$ cat src/rtl/ccta_result_collector.sv
// Result collector for the CCTA arithmetic stage: a show-ahead FIFO of {ctrl, q}
// pairs drained over valid/ready, plus running sum/max/count statistics.
module ccta_result_collector #(
    parameter int DEPTH = 4,
    parameter int DW    = 5,
    parameter int SUM_W = 9,
    parameter int CNT_W = 8
) (
    input  logic             clk,
    input  logic             rst,
    input  logic [DW-1:0]    q_in,
    input  logic             ctrl_in,
    input  logic             in_valid,
    output logic             in_ready,
    output logic [DW:0]      out_data,
    output logic             out_valid,
    input  logic             out_ready,
    input  logic             clr_stats,
    output logic [SUM_W-1:0] sum,
    output logic             sum_sat,
    output logic [DW-1:0]    max_q,
    output logic [CNT_W-1:0] count,
    output logic             full,
    output logic             empty
);

    localparam int AW = (DEPTH > 1) ? $clog2(DEPTH) : 1;

    logic [DW:0]      mem [DEPTH];
    logic [AW-1:0]    wr_ptr_q, wr_ptr_d;
    logic [AW-1:0]    rd_ptr_q, rd_ptr_d;
    logic [AW:0]      occ_q, occ_d;
    logic [DW:0]      head_q, head_d;
    logic [SUM_W-1:0] sum_q, sum_d;
    logic             sat_q, sat_d;
    logic [DW-1:0]    max_q_q, max_q_d;
    logic [CNT_W-1:0] count_q, count_d;
    logic [SUM_W:0]   sum_ext;
    logic             push, pop;

    assign full      = (occ_q == (AW+1)'(DEPTH));
    assign empty     = (occ_q == '0);
    assign in_ready  = !full;
    assign out_valid = !empty;
    assign push      = in_valid && !full;
    assign pop       = !empty && out_ready;

    assign out_data = head_q;
    assign sum      = sum_q;
    assign sum_sat  = sat_q;
    assign max_q    = max_q_q;
    assign count    = count_q;

    // The head register is loaded with whatever becomes head after this edge,
    // taking the incoming sample directly when it lands in the new head slot.
    always_comb begin
        wr_ptr_d = wr_ptr_q;
        rd_ptr_d = rd_ptr_q;
        occ_d    = occ_q;
        if (push) wr_ptr_d = wr_ptr_q + AW'(1);
        if (pop)  rd_ptr_d = rd_ptr_q + AW'(1);
        case ({push, pop})
            2'b10:   occ_d = occ_q + (AW+1)'(1);
            2'b01:   occ_d = occ_q - (AW+1)'(1);
            default: occ_d = occ_q;
        endcase
        if (occ_d == '0)
            head_d = '0;
        else if (push && (rd_ptr_d == wr_ptr_q))
            head_d = {ctrl_in, q_in};
        else
            head_d = mem[rd_ptr_d];
    end

    always_comb begin
        sum_ext = {1'b0, sum_q} + {{(SUM_W+1-DW){1'b0}}, q_in};
        sum_d   = sum_q;
        sat_d   = sat_q;
        max_q_d = max_q_q;
        count_d = count_q;
        if (clr_stats) begin
            sum_d   = push ? SUM_W'(q_in) : '0;
            sat_d   = 1'b0;
            max_q_d = push ? q_in : '0;
            count_d = push ? CNT_W'(1) : '0;
        end else if (push) begin
            sum_d   = sum_ext[SUM_W] ? '1 : sum_ext[SUM_W-1:0];
            sat_d   = sat_q | sum_ext[SUM_W];
            max_q_d = (q_in > max_q_q) ? q_in : max_q_q;
            count_d = count_q + CNT_W'(1);
        end
    end

    always_ff @(posedge clk) begin
        if (push) mem[wr_ptr_q] <= {ctrl_in, q_in};
    end

    always_ff @(posedge clk or posedge rst) begin
        if (rst) begin
            wr_ptr_q <= '0;
            rd_ptr_q <= '0;
            occ_q    <= '0;
            head_q   <= '0;
            sum_q    <= '0;
            sat_q    <= 1'b0;
            max_q_q  <= '0;
            count_q  <= '0;
        end else begin
            wr_ptr_q <= wr_ptr_d;
            rd_ptr_q <= rd_ptr_d;
            occ_q    <= occ_d;
            head_q   <= head_d;
            sum_q    <= sum_d;
            sat_q    <= sat_d;
            max_q_q  <= max_q_d;
            count_q  <= count_d;
        end
    end

endmodule

$ cat config.mk
export PLATFORM = sky130hd
export DESIGN_NAME = ccta_result_collector
export DESIGN_NICKNAME = d
export VERILOG_FILES = /design/src/rtl/ccta_result_collector.sv
export SDC_FILE = /design/constraint.sdc
export NUM_CORES = 1
export LEC_CHECK = 0
export CAP_MARGIN = 5
export CELL_PAD_IN_SITES_DETAIL_PLACEMENT = 1
export CELL_PAD_IN_SITES_GLOBAL_PLACEMENT = 1
export CORE_MARGIN = 2
export CORE_UTILIZATION = 44
export CTS_CLUSTER_DIAMETER = 120
export CTS_CLUSTER_SIZE = 14
export DETAILED_ROUTE_END_ITERATION = 10
export GPL_ROUTABILITY_DRIVEN = 0
export GPL_TIMING_DRIVEN = 0
export PLACE_DENSITY = 0.87
export SYNTH_ARGS = -nofsm -noshare
export SYNTH_HDL_FRONTEND = slang
export SYNTH_SLANG_ARGS = --single-unit
$ cat constraint.sdc
create_clock -name clk -period 4.1 [get_ports clk]
set_input_delay 0.41 -clock clk [delete_from_list [all_inputs] [get_ports clk]]
set_output_delay 0.41 -clock clk [all_outputs]
set_load 0.02 [all_outputs]
**Yosys cells after proc, flatten, opt, wreduce, memory -nomap -nowiden**

Memories as Yosys holds them, arrays and structs flattened.
Cells that the tools add are included.

- Memories: 1
- Word-level logic and storage cells: 50
- Input port bits: 11
- Output and inout port bits: 33
- RAM bits: 24
- ROM bits: 0
- Bits in latches: 0
- Register bits: 36

- $lt $le $gt $ge: 1
- Multipliers: 0
- Add/sub/neg operators: 6
- Bitwise logic cells: 1
- Reduce and logical (&&, ||, !) cells: 10
- Shifts and indexed selects: 0
- Div/mod/pow operators: 0
- Equal/unequal tests: 4
- Multiplexer cells: 19

Memory list:

| memory | words | width | read ports | clocked after memory_dff | wr ports | RTL line | source |
|---|---|---|---|---|---|---|---|
| mem | 4 | 6 | 1 | 0 | 1 | 29 | `logic [DW:0] mem [DEPTH];` |

Operators by type and width:

| cell | number |
|---|---|
| two-way mux 9 bit | 3 |
| two-way mux 5 bit | 5 |
| two-way mux 8 bit | 2 |
| two-way mux 6 bit | 2 |
| adder 9 x 5 -> 10 bit | 1 |
| adder 8 x 1 -> 8 bit (second input constant) | 1 |
| zero test 3 bit | 2 |
| case mux 3 bit (2 select lines) | 1 |
| greater-than comparator 5 bit | 1 |
| two-way mux 1 bit | 5 |
| adder 2 x 1 -> 2 bit (second input constant) | 2 |
| nonzero test 2 bit | 2 |
| adder 3 x 1 -> 3 bit (second input constant) | 1 |
| == test 3 bit (second input constant) | 1 |
| logical AND 1 bit | 3 |
| subtractor 3 x 1 -> 3 bit (second input constant) | 1 |
| == test 2 x 1 -> 1 bit (second input constant) | 1 |
| == test 2 bit | 1 |
| == test 2 bit (second input constant) | 1 |
| zero test 1 bit | 2 |
| two-way mux 2 bit | 1 |
| AND reduction 2 bit | 1 |
| bitwise OR 1 bit | 1 |

**Depth between registers and ports, before layout**

Gate-level depths: netlist of the first run.

- Word-level depth: 8
- Gate-level depth with buffers: 13
- Gate-level depth less buffers: 11

**Worst setup path before layout of the first run**

OpenSTA, ideal clock, no wires.

- Kind: reg-to-reg
- From: register occ_q[1]
- To: register head_q[0] (netlist: out_data[0])
- Setup time: 0.083 ns
- Stages on the path, launching flop included: 14
- Data arrival time: 2.916 ns
- Setup slack: 1.101 ns
- Path buffers: 2
- Data required time: 4.017 ns
- Cell sequence: dfrtp_1 -> or3b_1 -> buf_2 -> and2_1 -> inv_2 -> ha_1 -> inv_1 -> fa_1 -> xor2_1 -> or3_1 -> nand4bb_1 -> clkbuf_1 -> nand2_1 -> o22ai_1

- Elaborated cells on any way between the ends: 18
- Those cells by class: add/sub (2); eq/ne (4); mux (4); reduce/logical (7); memory (1)

RTL lines:

| element | RTL line | source |
|---|---|---|
| from (decl) | 32 | `logic [AW:0] occ_q, occ_d;` |
| from (signal assigned) | 102 | `occ_q <= '0;` |
| from (signal assigned) | 111 | `occ_q <= occ_d;` |
| == test 3 bit (*) | 41 | `assign full = (occ_q == (AW+1)'(DEPTH));` |
| zero test 1 bit (*) | - |  |
| named net in_ready | 14 | `output logic in_ready,` |
| logical AND 1 bit (*) | 45 | `assign push = in_valid && !full;` |
| == test 2 x 1 -> 1 bit or == test 2 bit (tied branches) | 62 | `case ({push, pop})` |
| case mux 3 bit (2 select lines) | 62 |  |
| zero test 3 bit | 67 | `if (occ_d == '0)` |
| two-way mux 6 bit (*) | 67 |  |
| named net head_d[0] | 33 | `logic [DW:0] head_q, head_d;` |
| to (signal assigned) | 103 | `head_q <= '0;` |
| to (signal assigned) | 112 | `head_q <= head_d;` |
| to (decl) | 33 |  |

The timed path passes the listed nets; every way through them passes the cells marked *.
A chain may end at the register's enable or synchronous reset.

**Worst setup path after layout of the first run**

- From: register occ_q[1]
- To: register head_q[0] (netlist: out_data[0])

- Longest elaborated chain between the ends: 8
- Elaborated cells on any way between the ends: 18
- Those cells by class: add/sub (2); eq/ne (4); mux (4); reduce/logical (7); memory (1)

RTL lines:

| element | RTL line |
|---|---|
| parallel branches: the longest is 7 deep, another holds == test 3 bit | - |
| two-way mux 6 bit (*) | 67 |
| named net head_d[0] | 33 |

Mark *: on every way through the listed nets, which the timed path passes.

==> results of run 1 <==
-- worst reg2reg max path: stages, from the launching register on --
cell and delay, ps:
dfrtp_1 450, or3b_1 390, buf_2 160, and2_1 200, inv_2 140, ha_1 200, inv_1 60, fa_1 370
xor2_1 160, or3_1 340, nand4bb_1 140, clkbuf_1 310, nand2_1 240, o22ai_1 270
-- report_power, final --
part | total, mW | switching, mW | internal, mW
Clock | 0.669 | 0.262 | 0.406
Combinational | 1.30 | 0.692 | 0.609
Sequential | 0.913 | 0.123 | 0.790
-- cells by family after synthesis --
kind of cell             count (synthesis)  share of synthesized area
AND/OR/NAND/NOR                         67                      0.111
flip-flops                              60                      0.523
AO/OA/AOI/OAI                           53                      0.121
buffers and inverters                   31                     0.0436
multiplexers                            18                     0.0605
adder cells (fa/ha/maj)                 18                     0.0775
XOR/XNOR                                16                     0.0629
-- registers in the layout, indices dropped and copies added (netlist names) --
| register | count |
|---|---|
| count | 8 |
| max_q | 5 |
| mem | 24 |
| occ_q | 3 |
| out_data | 6 |
| rd_ptr_q | 2 |
| sum | 9 |
| sum_sat | 1 |
| wr_ptr_q | 2 |
-- per-stage QoR --
stage | hold WS (ps) | util | worst slack (ps)
global route | 549 | 0.574 | 365
detailed placement | 507 | 0.538 | 642
global placement | 506 | 0.538 | 755
CTS | 522 | 0.574 | 590
floorplan | 509 | - | 1100
finish | 507 | 0.574 | 588
-- cell usage after synthesis, types with 2 or more instances --
library cell and count:
a211o_1 5, a21oi_1 14, a31oi_1 2, and2_1 4, and3_1 7, and4_1 2
buf_2 2, clkbuf_1 5, dfrtp_1 36, edfxtp_1 24, fa_1 2, ha_1 16
inv_1 22, mux2_2 6, mux2i_1 12, nand2_1 17, nand4_1 2, nor2_1 19
nor2b_1 3, nor3_1 3, o21a_1 4, o21ai_0 6, o21bai_1 2, o22ai_1 6
o32ai_1 5, or3_1 3, xnor2_1 5, xor2_1 7
-- how the worst max path moves through the flow --
stage | start | cells past startpoint | endpoint
6_report | occ_q[1] | 13 | out_data[0]
5_1_grt | occ_q[1] | 13 | out_data[0]
4_1_cts | occ_q[1] | 13 | out_data[0]
3_5_place_dp | occ_q[1] | 13 | out_data[1]
3_3_place_gp | occ_q[1] | 13 | out_data[3]
2_1_floorplan | occ_q[1] | 13 | out_data[0]
-- per-layer routing --
metal,GRT usage,vias to the layer above,part of all wire
met1,0.251,1135,0.42
met5,0,-,0
met2,0.393,45,0.53
li1,-,1052,-
met4,0.0741,0,0.016
met3,0.0566,15,0.034
-- layout make-up --
type	instances	share of cell area
buffer	8	0.0125
clock buffer	9	0.0318
clock inverter	7	0.0315
inverter	23	0.0221
multi-input combinational	172	0.345
sequential	60	0.416
tap	96	0.0308
timing repair buffer	43	0.110
==> impl_results.md, run 1 <==
* Clk sinks at 60
* First-pass GRT wire length at around 13 mm
* Final setup violation count at 0
* Remaining DRCs at 0
* Buf+Inv Stages, Crit Path at 4
* Largest stage delay, worst path at 450 ps
* GRT overflow at 0
* Post-DP HPWL at ~5.4 mm
* MaxCap Viol Count at 0
* Min-Delay Path Class: reg -> reg
* Final Power at approximately 2.9 mW
* Vias in the first global route at roughly 2500
* WHS Path Cells at 1
* Crit Path Category: reg -> reg
* Worst R2R Setup Slack at between 500 and 600 ps
* Max VDD drop at 0.000274 V
* Pleak at approximately 1.7 nW
* Area delta synth->final at 25.7%
* PortBufs at between 40 and 50
* Post-CTS Resized at 0
* Sequential cell area at 0.00162 mm²
* Max Clock Skew at around 7 ps
* N_diodes at 0
* Largest area contributor in the netlist: dfrtp_1
* Mapped Area at ~0.0031 mm²
* Max Slew Vio Count at 0
* Fmax at 0.285 GHz
* CTS Buf Count at 9
* CTS tree: yes
* Most frequent cells in the layout: 43 x clkdlybuf4s50_1, 36 x dfrtp_1, 24 x edfxtp_1
* Layout Cells excl Fill at 418
* Worst R2R Start: occ_q[1]
* Worst-path clk slew at roughly 70 ps
* Critical path's slowest cell: dfrtp_1
* Htree depth at 3
* WL final at roughly 7.6 mm
* Post-synthesis sequential area ratio at 0.523
* Unrepaired setup endpoints after global routing: false
* Footprint of the multi-input gates at 0.00135 mm²
* WL/cell at 18.3 µm
* Asr flop ratio synth at 0.600
* Clk root buf: clkbuf_8
* Clock Latency Late Sink at 350 ps
* Worst EP required at around 4400 ps
* # IOs at 44
* Final period util at 0.857
* Pwr dens at 740 mW/mm²
* Share of cells above drive strength 1 at 0.109
* FF+latch count, synth at 60
* Post-CTS setup buffer count at 0
* Placed Cells at 402
* Synth top area cells: dfrtp_1 29%, edfxtp_1 23%, ha_1 6.5%
* Hold_sp: sum[8]
* Critical path arrival at roughly 3800 ps
* R2R depth at 13
* Top cell type's share of synthesized area at 0.290
* CP cell instances: or3b_1 > buf_2 > and2_1 > inv_2 > ha_1 > inv_1 > fa_1 > xor2_1 > or3_1 > nand4bb_1 > clkbuf_1 > nand2_1 > o22ai_1
* Cell Area, Placed at 0.00365 mm²
* Nets at 346
* Buffer depth of the longest clock path at 2
* Vias per cell at 5.38
* Tmin final at approximately 3500 ps
* Final Hold Viols at 0
* Largest net degree at the start of global routing at 37
* Net count after synthesis at 292
* Setup tns final at 0 ps
* Number of detailed-route iterations in the first pass at 4
* Worst rel slew slack at 0.425
* Post-synth EDFFs at 24
* Commonest non-fill, non-tap cell in the layout: clkdlybuf4s50_1
* Fillers at 721
* Worst setup EP type: flop
* Fin area at 0.00390 mm²
* ANT nets after route at 0
* Overall Global Routing Usage at 0.218
* Initial cell density of the core at 0.457
* CP top delay family: simple AND/OR/NAND/NOR gates
* Hold buffers post-CTS at 0
* CP Max Fanout at 7
* Status: finished, final reports clean
* R2r endpoint: out_data[0]
* Worst Setup Start Kind: flop
* Worst-margin pin slew at around 850 ps
* Synth Instances at 263
* Die area at a little under 0.008 mm²
* Avg Cell Area, Syn at roughly 12 µm²
* Routed via count at ~2200
* Worst Hold End: sum[8]
* Core Rows at 30
* Synth cell types at 50
* YS warnings at 0
* Initial antenna violation count at 0
* Top_reg_cell synth: dfrtp_1
* Chip width at 88.0 µm
* Drt initial violations at 67
* Chip height at 88.0 µm
* Core area at 0.00679 mm²
No activity file was read; power rests on OpenSTA's default activity.
==> run 2, diff against run 1 <==
--- a/config.mk
+++ b/config.mk
@@ -16,6 +16,7 @@
 export GPL_ROUTABILITY_DRIVEN = 0
 export GPL_TIMING_DRIVEN = 0
 export PLACE_DENSITY = 0.87
+export SKIP_LAST_GASP = 1
 export SYNTH_ARGS = -nofsm -noshare
 export SYNTH_HDL_FRONTEND = slang
 export SYNTH_SLANG_ARGS = --single-unit
==> results of run 2 <==
No change in the layout: final DEF, timing and power equal those of run 1.
==> run 3, diff against run 2 <==
--- a/config.mk
+++ b/config.mk
@@ -14,8 +14,7 @@
 export CTS_CLUSTER_SIZE = 14
 export DETAILED_ROUTE_END_ITERATION = 10
 export GPL_ROUTABILITY_DRIVEN = 0
-export GPL_TIMING_DRIVEN = 0
-export PLACE_DENSITY = 0.87
+export PLACE_DENSITY_LB_ADDON = 0.1
 export SKIP_LAST_GASP = 1
 export SYNTH_ARGS = -nofsm -noshare
 export SYNTH_HDL_FRONTEND = slang
==> impl_results.md, run 3 (synthesized netlist as in run 1, its figures left out) <==
* Critical path arrival at between 3000 and 4000 ps
* Crit Path Category: reg -> reg
* Core Util, Final at 0.568
* Largest net degree at the start of global routing at 37
* Pleak at 1.66 nW
* Unrepaired setup endpoints after global routing: false
* Buffer depth of the longest clock path at 2
* Post-DP HPWL at 4.88 mm
* Clock Latency Late Sink at approximately 330 ps
* WL/cell at approximately 17 µm
* Post-CTS setup buffer count at 0
* Footprint of the multi-input gates at 0.00135 mm²
* Final Hold Viols at 0
* Final period util at 0.771
* Hold buffers post-CTS at 0
* Initial antenna violation count at 0
* Worst R2R Setup Slack at 940 ps
* Fillers at between 700 and 800
* ANT nets after route at 0
* Largest register FFs at 24
* CTS Buf Count at 9
* Tmin final at roughly 3200 ps
* GRT overflow at 0
* Core Rows at 30
* # IOs at 44
* R2R depth at 11
* Vias per cell at 5.21
* Fmax at around 0.32 GHz
* Overall Global Routing Usage at 0.199
* Share of cells above drive strength 1 at 0.0978
* Sequential cell area at 0.00162 mm²
* Crit. Startpoint: occ_q[2]
* Routed via count at 2153
* Initial cell density of the core at 0.457
* Chip height at 88.0 µm
* Min-Delay Path Class: in -> async
* WL final at 6.99 mm
* CP Max Fanout at 7
* Max Slew Vio Count at 0
* PortBufs at 43
* Commonest non-fill, non-tap cell in the layout: clkdlybuf4s50_1
* Clk sinks at 60
* Chip width at 88.0 µm
* Vias in the first global route at 2251
* Clk root buf: clkbuf_8
* Number of detailed-route iterations in the first pass at 4
* Reg with most FFs: mem
* Core area at 0.00679 mm²
* Pwr dens at 716 mW/mm²
* N_diodes at 0
* Die area at about 0.0077 mm²
* Worst-margin pin slew at 907 ps
* Htree depth at 3
* Area delta synth->final at 24.3%
* Setup tns final at 0 ps
* R2r endpoint: out_data[1]
* Worst EP required at 4310 ps
* Worst R2R Start: occ_q[2]
* Worst Setup Start Kind: flop
* Worst-path clk slew at 70 ps
* Status: finished, final reports clean
* Drt initial violations at 68
* Max Clock Skew at around 6.6 ps
* Nets at 341
* Remaining DRCs at 0
* Worst setup EP type: flop
* Final setup violation count at 0
* Post-CTS Resized at 0
* MaxCap Viol Count at 0
* First-pass GRT wire length at 11.4 mm
* CTS tree: yes
* Most frequent cells in the layout: 43 x clkdlybuf4s50_1, 36 x dfrtp_1, 24 x edfxtp_1
* CP endpoint: out_data[1]
* Worst rel slew slack at 0.388
* Max VDD drop at ~0.00027 V
==> run 3: worst max-delay path: stages (launching register included) <==
cell	delay (ps)
dfrtp_1	470
or3b_1	470
and2_1	220
inv_2	110
ha_1	190
inv_1	60
fa_1	370
xor2_1	160
o21ai_0	260
nand4bb_1	310
nand2_1	280
o22ai_1	130
==> run 3: final cells by class <==
cell class,count,share of cell area
flip-flops and latches,60,0.421
multi-input cells,172,0.349
repair buffers,46,0.117
clock buffers,10,0.0331
well taps,96,0.0311
clock inverters,6,0.0266
inverters,23,0.0224
==> run 3: through the flow <==
stage | area, µm² | power (mW) | setup slack, ps | std cells | hold WS (ps)
3_5_place_dp | 3630 | 2.16 | 952 | 397 | 509
4_1_cts | 3860 | 2.80 | 941 | 413 | 506
5_1_grt | 3860 | 2.96 | 692 | 413 | 544
2_1_floorplan | 3100 | 1.80 | 1100 | 263 | 509
6_report | 3860 | 2.76 | 940 | 413 | 491
3_3_place_gp | 3630 | 2.13 | 1090 | 397 | 501
==> run 3: power breakdown <==
part           internal, mW  switching [mW]
Sequential            0.790           0.119
Clock                 0.399           0.228
Combinational         0.574           0.652
==> run 3: worst min path at each step <==
| stage | startpoint | endpoint | slack [ps] | cells past startpoint |
|---|---|---|---|---|
| floorplan | q_in[0] | mem[0][0] | 510 | 0 |
| global placement | sum[8] | sum[8] | 500 | 1 |
| detailed placement | sum[8] | sum[8] | 510 | 1 |
| CTS | rst | rd_ptr_q[1] | 510 | 3 |
| global route | sum_sat | sum_sat | 540 | 2 |
| finish | rst | occ_q[1] | 490 | 3 |
==> run 3: metal layers <==
metal  vias to the layer above  global-route usage  share of wire
li1                       1039                   -              -
met1                      1069               0.248           0.46
met3                         8              0.0405          0.028
met5                         -                   0              0
met4                         0              0.0755          0.013
met2                        37               0.339           0.50
==> RTL change 1, RTL diff (config.mk and constraints of run 3) <==
Register the output `count` once more, with the module's reset; this adds one clock of latency there. The other outputs are not delayed to match.
--- a/src/rtl/ccta_result_collector.sv
+++ b/src/rtl/ccta_result_collector.sv
@@ -49,7 +49,13 @@
     assign sum      = sum_q;
     assign sum_sat  = sat_q;
     assign max_q    = max_q_q;
-    assign count    = count_q;
+    always_ff @(posedge clk or posedge rst) begin
+        if (rst) begin
+            count <= '0;
+        end else begin
+            count <= count_q;
+        end
+    end
 
     // The head register is loaded with whatever becomes head after this edge,
     // taking the incoming sample directly when it lands in the new head slot.
Check against the original RTL: not equivalent (a bounded check fails within 4 cycles, from zero or initial values and one cycle with rst high).
==> RTL change 1 against run 3 <==
  * Count of clock-buffer cells in the layout is 1 higher
  * Maximum frequency is 2.4% lower
  * Final area is 9.3% higher
  * Via count is 19% higher
  * Sequential cell count is 8 higher
  * Routed wire length is 19% higher
  * Power is 5.2% higher
  * Sequential share of layout area is 1.2 points higher
  * Sequential power is 17% higher
  * Area after synthesis is 15% higher
  * Worst setup slack worse by 79 ps
  * Largest cell class unchanged
==> RTL change 1: results (changes against run 3) <==
Route
  • Routed vias/inst: 5.671 (+8.8%)
  • Pre-antenna DRT Iters: 4 (unchanged)
  • Wire length on met1: 3.949 mm (+22%)
  • Met3 Routed Length: 243 um (+22%)
  • Met2 WL: 3.900 mm (+12%)
  • Post-route ant nets: 0 (unchanged)
  • Drt initial violations: 102 (+50%)
  • Routed WL: 8.311 mm (+19%)
  • Drt wl/cell: 18.47 um (+9.1%)

Power
  • Clock group share of total power: 20.6% (-2.1 points)
  • VDD IR max: 0.2674 mV (-0.90%)
  • Leak: 1.689 nW (+1.8%)
  • Net Sw Power: 1.136 mW (+14%)
  • Comb pwr share: 42.9% (-1.5 points)
  • Pwr Density: 688.8 nW/um^2 (-3.8%)

GRT
  • M1 GR Usage: 27.69% (+2.8 points)
  • Vias in the first global route: 2,731 (+21%)
  • First-pass GRT wire length: 13.79 mm (+21%)
  • Met3 Track Usage GR: 3.933% (-0.12 points)
  • Largest net degree at the start of global routing: 45 (+22%)
  • GR Util met2: 32.62% (-1.3 points)
  • All-Layer GR Usage: 20.75% (+0.90 points)

Place
  • PortBufs: 43 (unchanged)
  • Inst Count DP: 434 (+9.3%)
  • DP Wirelength: 5.765 mm (+18%)
  • DP Area: 3996 um^2 (+10%)
  • Pre-CTS setup slack: 892.4 ps (-59.93 ps)

Synth
  • Post-Syn Nets: 332 (+14%)
  • Synth Area in XOR/XNOR: 3.920% (-2.4 points)
  • Synth Area in Compound Gates: 14.39% (+2.2 points)
  • Post-Syn Area per Cell: 11.80 um^2 (about the same)
  • Adder-Cell Fraction of Synth Area: 6.720% (-1.0 points)
  • Sequential share of the synthesized area: 50.96% (-1.3 points)
  • Yosys cell types: 57 (+14%)
  • Post-synth ARST share: 64.71% (+4.7 points)
  • Commonest cells in the netlist: dfrtp_1 (44), edfxtp_1 (24), nor2_1 (20), nand2_1 (17), ha_1 (16)
  • Top cells by area, synth: dfrtp_1 (31%), edfxtp_1 (20%), ha_1 (5.6%), xor2_1 (2.2%), a211oi_1 (2.1%)
  • Proportion of synthesized area in mux cells: 2.660% (-3.4 points)

Hold path
  • Worst Hold Class: register to register

Critical path
  • Crit path max fanout: 18 (+11)
  • Critical Path AT: 3430 ps (+60 ps)
  • CP peak stage delay: 610 ps (+140 ps)
  • Crit-path slowest cell: nor3_1

Clock tree
  • Clk buf depth: 2 (unchanged)
  • Skew-Pair Late Insertion Delay: 350 ps (+20 ps)
  • CTS resizes: 0 (unchanged)

Outcome
  • Status: complete, no violations

STA
  • Slew @ Worst Pin: 1086 ps (+179.5 ps)
  • Final WS setup: 860.5 ps (-79.12 ps)
  • Clock Skews: 8.522 ps (+1.873 ps)
  • Hold_ws: 412.0 ps (-79.19 ps)

Finish
  • Share of layout cells above drive strength 1: 10.92% (+1.1 points)
  • Nets: 372 (+9.1%)
RTL change 1: cell types whose count changed in the layout (fill, tap and decap cells not counted), sizes merged, moves of 8 or more:
cell	before	now
a211oi	1	12
a21oi	14	6
nor3	3	15
dfrtp	36	44
inv	23	14
mux2i	12	2
RTL change 1: worst paths after layout:
kind | startpoint | end | cells after the start
worst max-delay path | occ_q[1] | out_data[3] | 11
worst min-delay path | count_q[6] | count[6] | 0
worst max register to register | occ_q[1] | out_data[3] | 11
worst min register to register | count_q[6] | count[6] | 0
max in group asynchronous | rst | wr_ptr_q[0] | 2
min in group asynchronous | rst | count_q[5] | 2
RTL change 1: final cells by class:
cell class,instances,area (um^2)
clock buffer,11,162.7
timing repair buffer,45,445.4
sequential,68,1822
tap,102,127.6
clock inverter,5,57.56
multi-input combinational,203,1524
fill,837,3591
inverter,16,77.57
==> RTL change 2, RTL diff (flow settings as in run 3) <==
Without the edit above. Change the parameter `SUM_W` from 9 to 7.
--- a/src/rtl/ccta_result_collector.sv
+++ b/src/rtl/ccta_result_collector.sv
@@ -3,7 +3,7 @@
 module ccta_result_collector #(
     parameter int DEPTH = 4,
     parameter int DW    = 5,
-    parameter int SUM_W = 9,
+    parameter int SUM_W = 7,
     parameter int CNT_W = 8
 ) (
     input  logic             clk,
Interface: changed (resized sum); port bits go from 44 to 42. The function was not compared with the original's and may differ.
==> RTL change 2 against run 3 <==
  * Hold slack got worse by 33 ps
  * Combinational power fell by 3%
  * Sequential cell count shrank 2
  * Largest cell class unchanged
  * Global-route usage grew 1.6 points
  * Worst setup slack improved by 130 ps
  * Maximum frequency increased by 4.2%
  * Non-clock buffer count fell by 1
  * Count of clock-buffer cells in the layout unchanged
  * Area after synthesis decreased by 6.1%
  * Final area down 7.3%
  * Synthesized cell count is 6.1% lower
  * Routed wire length is 0.89% lower
  * Power down 6.6%
==> RTL change 2: results (changes against run 3) <==
Critical path
  • Setup slack, reg-to-reg: 1070 ps (+130 ps)
  • Crit path max fanout: 32 (+25)
  • Worst r2r path cells: 12 (+1)
  • Reg-to-Reg End: out_data[1]
  • Critical R2R Launch: occ_q[1]

GRT
  • Met3 Track Usage GR: 4.864% (+0.81 points)
  • Vias in the first global route: 2,279 (+1.2%)
  • All-Layer GR Usage: 21.50% (+1.6 points)
  • First-pass GRT wire length: 11.67 mm (+2.9%)
  • M1 GR Usage: 26.13% (+1.3 points)
  • Initial antenna violation count: 0 (unchanged)
  • Largest net degree at the start of global routing: 35 (-5.4%)
  • GR Util met2: 37.00% (+3.1 points)

Power
  • Leak: 1.518 nW (-8.5%)
  • VDD IR max: 0.3590 mV (+33%)

STA
  • Slew headroom: 32.47% (-6.3 points)
  • Slew @ Worst Pin: 1010 ps (+102.7 ps)
  • Final setup viols: 0 (unchanged)
  • Clock Skews: 8.023 ps (+1.374 ps)

Clock tree
  • H-tree Lvls: 3 (unchanged)
  • CTS resizes: 0 (unchanged)
  • Num CTS Buffers: 9 (unchanged)
  • Post CTS Setup Buffer Count: 0 (unchanged)
  • Cts hold-fix bufs: 0 (unchanged)
  • Clk slew on worst S/H paths: 70 ps (about the same)
  • Clk buf depth: 2 (unchanged)
  • Skew-Pair Late Insertion Delay: 350 ps (+20 ps)
  • Clock tree root driver cell: clkbuf_8

Synth
  • Sequential share of the synthesized area: 53.95% (+1.7 points)
  • Post-Syn Nets: 276 (-5.5%)
  • Commonest cells in the netlist: dfrtp_1 (34), edfxtp_1 (24), inv_1 (17), nand2_1 (17), ha_1 (16)
  • Post-synth ARST share: 58.62% (-1.4 points)
  • Top cells by area, synth: dfrtp_1 (29%), edfxtp_1 (25%), ha_1 (6.9%), mux2i_1 (2.4%), xor2_1 (2.4%)
  • Yosys cell types: 43 (-14%)
  • Post-synth EDFFs: 24 (unchanged)
  • Synth warn: 0 (unchanged)

Route
  • Pre-antenna DRT Iters: 4 (unchanged)
  • Drt initial violations: 51 (-25%)
  • Routed vias/inst: 5.577 (+7.0%)
  • Routed WL: 6.931 mm (-0.89%)

Place
  • DP Wirelength: 4.891 mm (+0.17%)
  • PortBufs: 41 (-4.7%)
  • DP Area: 3395 um^2 (-6.4%)
  • Pre-CTS setup slack: 917.0 ps (-35.34 ps)

Finish
  • ANT cells: 0 (unchanged)
  • Fill count: 688 (-3.2%)
  • Largest register FFs: 24 (unchanged)
  • Largest Register: mem
  • Nets: 323 (-5.3%)
  • Share of layout cells above drive strength 1: 7.358% (-2.4 points)

Flow run
  • Max cap viols: 0 (unchanged)

Hold path
  • Worst Hold Class: input pin to async pin

Outcome
  • Status: complete, no violations
==> RTL change 2: cell count changes in the layout (fill, tap and decap cells not counted), sizes merged, moves of 4 or more <==
| cell | delta |
|---|---|
| a221oi | +7 |
| inv | -6 |
| o22ai | -4 |
| nor2 | -7 |
| o32ai | -5 |
| mux2i | -5 |
| a32o | +5 |
| mux2 | -6 |
==> RTL change 2: how the worst max path moves through the flow <==
stage                     depth (start not counted)      from  slack (ps)          end
after floorplan                                  12  occ_q[1]        1340  out_data[0]
after global placement                           10  in_valid        1040  out_data[2]
after detailed placement                         10  in_valid         920  out_data[2]
after CTS                                        12  occ_q[1]        1060  out_data[2]
after global routing                             10  occ_q[2]         810  out_data[0]
final                                            12  occ_q[1]        1070  out_data[1]
==> RTL change 2: area by class of cell <==
class / instances / area share, %
Timing Repair Buffer: 45 / 12.32
Sequential cell: 58 / 43.96
Tap cell: 77 / 2.695
Multi-Input combinational cell: 162 / 34.09
Inverter: 18 / 1.890
Clock inverter: 6 / 1.190
Clock buffer: 10 / 3.850
==> RTL change 2: cell families (layout without fill, tap and decap cells) <==
group / after synthesis / after routing / synth area share (%)
muxes: 7 / 7 / 2.406
xor gates and xnor gates: 16 / 16 / 5.756
AOI/OAI and AO/OA: 61 / 61 / 14.86
and+or+nand+nor: 60 / 60 / 10.57
DFF: 58 / 58 / 53.95
adders and majority gates: 18 / 18 / 8.247
buffers and inverters: 27 / 79 / 4.209
==> RTL change 2: metrics by stage <==
step | hold WS, ps | utilization (%) | instances
3_5_place_dp | 499.7 | 53.15 | 360
4_1_cts | 466.0 | 55.98 | 376
3_3_place_gp | 491.2 | 53.15 | 360
6_report | 458.3 | 55.98 | 376
2_1_floorplan | 504.9 | - | 247
5_1_grt | 523.0 | 55.98 | 376
==> RTL change 2: critical path, cell delays in order (launching register included) <==
cell      delay, ps
dfrtp_1         440
or3b_1          490
and2_4          300
clkinv_1        210
ha_1            220
inv_1            60
fa_1            370
xor2_1          150
nor2_1          120
xor2_1          200
nor3_1           80
buf_4           170
a21oi_1         130
==> RTL change 2: power by group <==
part | internal (mW) | total [mW] | switching [mW]
clock network | 0.235 | 0.475 | 0.241
registers | 0.776 | 0.912 | 0.136
logic | 0.546 | 1.19 | 0.644
==> RTL change 2: per-layer routing <==
| metal | up-vias | wire [um] | part of all wire [%] |
|---|---|---|---|
| met1 | 1051 | 2970 | 43 |
| li1 | 998 | - | - |
| met3 | 12 | 239 | 3.4 |
| met2 | 36 | 3592 | 52 |
| met4 | 0 | 128 | 1.8 |
| met5 | - | 0 | 0 |
